**src/rtl/res_tx_stage_if.sv**
```systemverilog
// ============================================================================
// Module : res_tx_stage_if
// Brief  : Result-in / byte-out handshake bundle for res_tx_stage.
// Rev    : 1.0  initial release
// ============================================================================
`timescale 1ns/1ps
`default_nettype none

interface res_tx_stage_if;
    logic        res_valid;
    logic        res_ready;
    logic [17:0] res_q;
    logic        carry_q;
    logic [7:0]  out_byte;
    logic        out_valid;
    logic        out_ready;
    logic        out_last;
    logic        busy;

    // master: upstream ALU plus downstream sink; slave: the transmit stage
    modport master (
        output res_valid, res_q, carry_q, out_ready,
        input  res_ready, out_byte, out_valid, out_last, busy
    );

    modport slave (
        input  res_valid, res_q, carry_q, out_ready,
        output res_ready, out_byte, out_valid, out_last, busy
    );
endinterface

`default_nettype wire

```
**src/rtl/res_tx_stage.sv**
```systemverilog
// ============================================================================
// Module : res_tx_stage
// Brief  : Serialises a {carry, res[17:0]} result plus 2-bit sequence tag into
//          an 8-bit valid/ready byte stream. Macro RES_TX_CHKSUM_EN appends an
//          XOR checksum byte.
// Rev    : 1.0  initial release
// ============================================================================
`timescale 1ns/1ps
`default_nettype none

module res_tx_stage #(
    parameter bit MSB_FIRST = 1'b0
) (
    input  wire          clk,
    input  wire          rst_n,
    res_tx_stage_if.slave bus
);

    localparam logic [0:0] c_S_IDLE = 1'b0;
    localparam logic [0:0] c_S_SEND = 1'b1;

`ifdef RES_TX_CHKSUM_EN
    localparam logic [1:0] c_LAST_IDX = 2'd3;
`else
    localparam logic [1:0] c_LAST_IDX = 2'd2;
`endif

    logic [0:0]  r_state;
    logic [1:0]  r_idx;
    logic [1:0]  r_seq;
    logic [17:0] r_res;
    logic        r_carry;

    logic        w_send;
    logic        w_last;
    logic        w_fire_last;
    logic        w_res_ready;
    logic        w_take;
    logic [7:0]  w_b0;
    logic [7:0]  w_b1;
    logic [7:0]  w_b2;
    logic [7:0]  w_sel;

    assign w_send      = (r_state == c_S_SEND);
    assign w_last      = w_send && (r_idx == c_LAST_IDX);
    assign w_fire_last = w_last && bus.out_ready;
    // Accepting on the final-byte handshake lets frames run without a bubble
    assign w_res_ready = !w_send || w_fire_last;
    assign w_take      = bus.res_valid && w_res_ready;

    assign w_b0 = r_res[7:0];
    assign w_b1 = r_res[15:8];
    assign w_b2 = {r_seq, 3'b000, r_carry, r_res[17:16]};

`ifdef RES_TX_CHKSUM_EN
    logic [7:0] w_ck;
    assign w_ck = w_b0 ^ w_b1 ^ w_b2;
`endif

    always_comb begin
        w_sel = 8'h00;
        case (r_idx)
            2'd0:    w_sel = MSB_FIRST ? w_b2 : w_b0;
            2'd1:    w_sel = w_b1;
            2'd2:    w_sel = MSB_FIRST ? w_b0 : w_b2;
            default: begin
`ifdef RES_TX_CHKSUM_EN
                w_sel = w_ck;
`else
                w_sel = 8'h00;
`endif
            end
        endcase
    end

    always_ff @(posedge clk) begin
        if (!rst_n) begin
            r_state <= c_S_IDLE;
            r_idx   <= 2'd0;
            r_seq   <= 2'd0;
            r_res   <= 18'd0;
            r_carry <= 1'b0;
        end else begin
            if (w_take) begin
                r_res   <= bus.res_q;
                r_carry <= bus.carry_q;
                r_idx   <= 2'd0;
                r_state <= c_S_SEND;
            end else if (w_fire_last) begin
                r_idx   <= 2'd0;
                r_state <= c_S_IDLE;
            end else if (w_send && bus.out_ready) begin
                r_idx   <= r_idx + 2'd1;
            end

            if (w_fire_last) begin
                r_seq <= r_seq + 2'd1;
            end
        end
    end

    assign bus.res_ready = w_res_ready;
    assign bus.out_valid = w_send;
    assign bus.out_last  = w_last;
    assign bus.out_byte  = w_send ? w_sel : 8'h00;
    assign bus.busy      = w_send;

endmodule

`default_nettype wire

```
**src/flat_wrapper.sv**
```systemverilog
// flat-port wrapper written by rule: the top's interface ports become plain ports
module res_tx_stage_flat 
#(
    parameter bit MSB_FIRST = 1'b0
)
  (clk, rst_n, bus_res_valid, bus_res_q, bus_carry_q, bus_out_ready, bus_res_ready, bus_out_byte, bus_out_valid, bus_out_last, bus_busy);
  res_tx_stage_if bus_i ();
  input  wire clk;
  input  wire rst_n;
  input wire logic [$bits(bus_i.res_valid)-1:0] bus_res_valid;
  input wire logic [$bits(bus_i.res_q)-1:0] bus_res_q;
  input wire logic [$bits(bus_i.carry_q)-1:0] bus_carry_q;
  input wire logic [$bits(bus_i.out_ready)-1:0] bus_out_ready;
  output wire logic [$bits(bus_i.res_ready)-1:0] bus_res_ready;
  output wire logic [$bits(bus_i.out_byte)-1:0] bus_out_byte;
  output wire logic [$bits(bus_i.out_valid)-1:0] bus_out_valid;
  output wire logic [$bits(bus_i.out_last)-1:0] bus_out_last;
  output wire logic [$bits(bus_i.busy)-1:0] bus_busy;
  assign bus_i.res_valid = bus_res_valid;
  assign bus_i.res_q = bus_res_q;
  assign bus_i.carry_q = bus_carry_q;
  assign bus_i.out_ready = bus_out_ready;
  assign bus_res_ready = bus_i.res_ready;
  assign bus_out_byte = bus_i.out_byte;
  assign bus_out_valid = bus_i.out_valid;
  assign bus_out_last = bus_i.out_last;
  assign bus_busy = bus_i.busy;
  res_tx_stage #(.MSB_FIRST(MSB_FIRST)) u_core (.clk(clk), .rst_n(rst_n), .bus(bus_i));
endmodule
```
**config.mk**
```make
export PLATFORM = sky130hd
export DESIGN_NAME = res_tx_stage_flat
export DESIGN_NICKNAME = d
export VERILOG_FILES = /design/src/rtl/res_tx_stage_if.sv /design/src/rtl/res_tx_stage.sv /design/src/flat_wrapper.sv
export SDC_FILE = /design/constraint.sdc
export NUM_CORES = 1
export LEC_CHECK = 0
export CAP_MARGIN = 40
export CORE_ASPECT_RATIO = 1.5
export CORE_MARGIN = 2
export CORE_UTILIZATION = 30
export DETAILED_ROUTE_END_ITERATION = 8
export PLACE_DENSITY = 0.54
export SLEW_MARGIN = 10
export SYNTH_ARGS = -nofsm -noshare
export SYNTH_HDL_FRONTEND = slang
export SYNTH_SLANG_ARGS = --single-unit
export TNS_END_PERCENT = 10
```
**constraint.sdc**
```tcl
create_clock -name clk -period 2.5 [get_ports clk]
set_input_delay 0.5 -clock clk [delete_from_list [all_inputs] [get_ports clk]]
set_output_delay 0.5 -clock clk [all_outputs]
set_load 0.02 [all_outputs]
```
==> reports/results.ini <==
[floorplan]
die_w_um = 55.8
die_h_um = 81.7
die_area_um2 = 4560
num_rows = 28
start_util_pct = 30.8
pin_count = 35
core_area_um2 = 3920

[routing]
routed-wl-met2_um = 1380
drc = 0
m1WireLength_um = 1110
top_layer = met4
post_drt_wl_per_cell_um = 12.7
dr_wl_met3_um = 120
drtIter0Drc = 32
wirelength_um = 2660
vias_per_cell = 4.90
ant_nets = 0
num_vias = 1030
detail_route.first_pass.iterations = 6

[logic_synthesis]
synth_cell_types = 27
synth_warnings = 0
syn-cell-area_um2 = 1210
avgSynthCellArea_um2 = 8.89
ys_seq_area_share_pct = 39.8
synth_seq_cells = 24
synth_nets = 163
syn_inst = 136

[pwr]
seqPwrFrac_pct = 49.6
leakage_uw = 0.000709
peakVddDrop_mv = 0.251
power.total_uw = 847
power_density_nw_per_um2 = 523
p_clk_share_pct = 30.5
power.switching_uw = 210
p_sw_share_pct = 24.9
cellInternalPower_uw = 636
combPwrFrac_pct = 19.9

[cts]
cts_sinks = 24
cts_inserted_buffers = 3
cts_max_path_buffers = 2
clock_latency_ps = 260
ctsHtreeMaxLevel = 1
cts_root_buf = clkbuf_8
cts_tree = built
cts_hold_buf = 0
path_clk_slew_ps = 80
post_cts_buffers = 0

[layout]
area_growth_pct = 34.0
final_common_cell = nand2_1
fin_nets = 193
layout_common_cells = 39 x nand2_1, 27 x clkdlybuf4s50_1, 24 x dfxtp_1, 20 x mux2i_1, 10 x nor2_1
utilization_pct = 41.3
drive_above_1_share_pct = 9.09
diodes = 0
stdcell_count = 210

[timing]
finClkSkew_ps = 4.42
fin_ws_ps = 146
hold_viol = 0
worstMarginPinSlew_ps = 394
setup_viol = 0
fin_crit_ps = 2350
relSlewSlack_pct = 73.8
rsz0062_at_grt = false
min_period_over_period_pct = 94.2
fmax_ghz = 0.425
report.final.slew_viol_count = 0

[setup_path]
crit_type = reg -> out
crit_arrival_ps = 1850
cp_max_fo = 8
endpoint_kind = primary output
startpoint_type = flip-flop
crit_required_ps = 2000

[global_routing]
antenna_found_initial = 0
grt_pass1_wl_um = 4650
grt_pass1_vias = 1052
grt.overflow.total = 0
track_usage_pct = 12.6
grt_max_degree = 44

[placement]
gp_congestion = 0.688
pre_cts_slack_ps = 239
port_buffers = 34
dp_hpwl_um = 1870
dp_cells = 206

[worst_hold_path]
min_path_type = reg -> reg

[outcome]
status = finished, final reports clean

[flow_run]
cap_violations = 0

[logic make-up (layout without fill, tap and decap cells)]
kind of cell / Yosys count / in the layout / share of synthesized area, %
AOI/OAI and AO/OA: 13 / 13 / 10.5
adders and majority gates: 4 / 4 / 4.14
and+or+nand+nor: 57 / 57 / 19.7
xor gates and xnor gates: 2 / 2 / 1.45
DFF: 24 / 24 / 39.8
buffers and inverters: 16 / 45 / 7.97
muxes: 20 / 20 / 16.6
[through the flow]
step / hold WS (ps) / setup TNS [ps] / instance area (µm²)
2_1_floorplan: 434 / 0 / 1210
3_3_place_gp: 443 / 0 / 1550
3_5_place_dp: 449 / 0 / 1550
4_1_cts: 466 / -53.2 / 1600
5_1_grt: 477 / 0 / 1620
6_report: 461 / 0 / 1620
[repair_timing]
item                                    in CTS  in global routing
endpoints found under the hold margin        0                  0
resized for setup                            5                  6
endpoints found under the setup margin       5                  5
[cell type report]
cell class                 count  area [µm²]
timing repair buffer          38         373
fill                         419        2300
inverter                       3        11.3
clock buffer                   4        55.1
tap                           45        56.3
multi-input combinational     96         643
sequential                    24         480
[worst max-delay path: stages, from the launching register on]
cell             delay, ps
dfxtp_1                360
ha_1                   210
or2b_4                 300
nor2_1                 120
clkdlybuf4s50_1        610
[power by group through the flow]
stage	Sequential, µW	Clock, µW	Combinational (µW)
final	420	258	169
after global routing	423	277	188
after CTS	420	268	170
after detailed placement	429	0	171
after global placement	428	0	168
after floorplan	427	0	106
[state kept, by name, indices dropped and copies added (netlist names)]
| name | flops |
|---|---|
| u_core.bus.busy | 1 |
| u_core.r_seq | 2 |
| u_core.r_idx | 2 |
| u_core.r_carry | 1 |
| u_core.r_res | 18 |
[worst paths after layout]
path         cells past startpoint               end  slack, ps              from
max                              4   bus_out_byte[3]        150   u_core.r_idx[0]
min                              2  u_core.r_res[11]        460  u_core.r_res[11]
max reg2reg                      6  u_core.r_res[14]        870   u_core.r_idx[0]
min reg2reg                      2  u_core.r_res[11]        460  u_core.r_res[11]
[synth_stat cells]
master | number | area, µm²
nand3_1 | 1 | 5.00
a32oi_1 | 1 | 8.76
dfxtp_1 | 24 | 480
buf_1 | 1 | 3.75
nor2_1 | 10 | 37.5
nor2b_2 | 1 | 8.76
o221ai_1 | 1 | 8.76
a21boi_4 | 1 | 18.8
or2b_1 | 1 | 7.51
buf_4 | 1 | 7.51
buf_2 | 1 | 5.00
o21a_1 | 1 | 7.51
a222oi_1 | 5 | 50.1
buf_12 | 1 | 20.0
o211a_1 | 1 | 10.0
clkbuf_1 | 7 | 26.3
and2_2 | 1 | 7.51
and2_1 | 2 | 12.5
nand2_1 | 39 | 146
inv_1 | 3 | 11.3
nor2b_1 | 1 | 6.26
ha_1 | 4 | 50.1
mux2i_1 | 20 | 200
nand4_1 | 1 | 6.26
a22oi_1 | 3 | 22.5
xnor2_1 | 2 | 17.5
buf_6 | 2 | 22.5
[routing by layer]
| metal | global-route usage, % | vias to the layer above |
|---|---|---|
| li1 | - | 512 |
| met1 | 15.0 | 482 |
| met2 | 22.1 | 32 |
| met3 | 2.05 | 4 |
| met4 | 5.95 | 0 |
| met5 | 0 | - |
No activity file was read; power rests on OpenSTA's default activity.
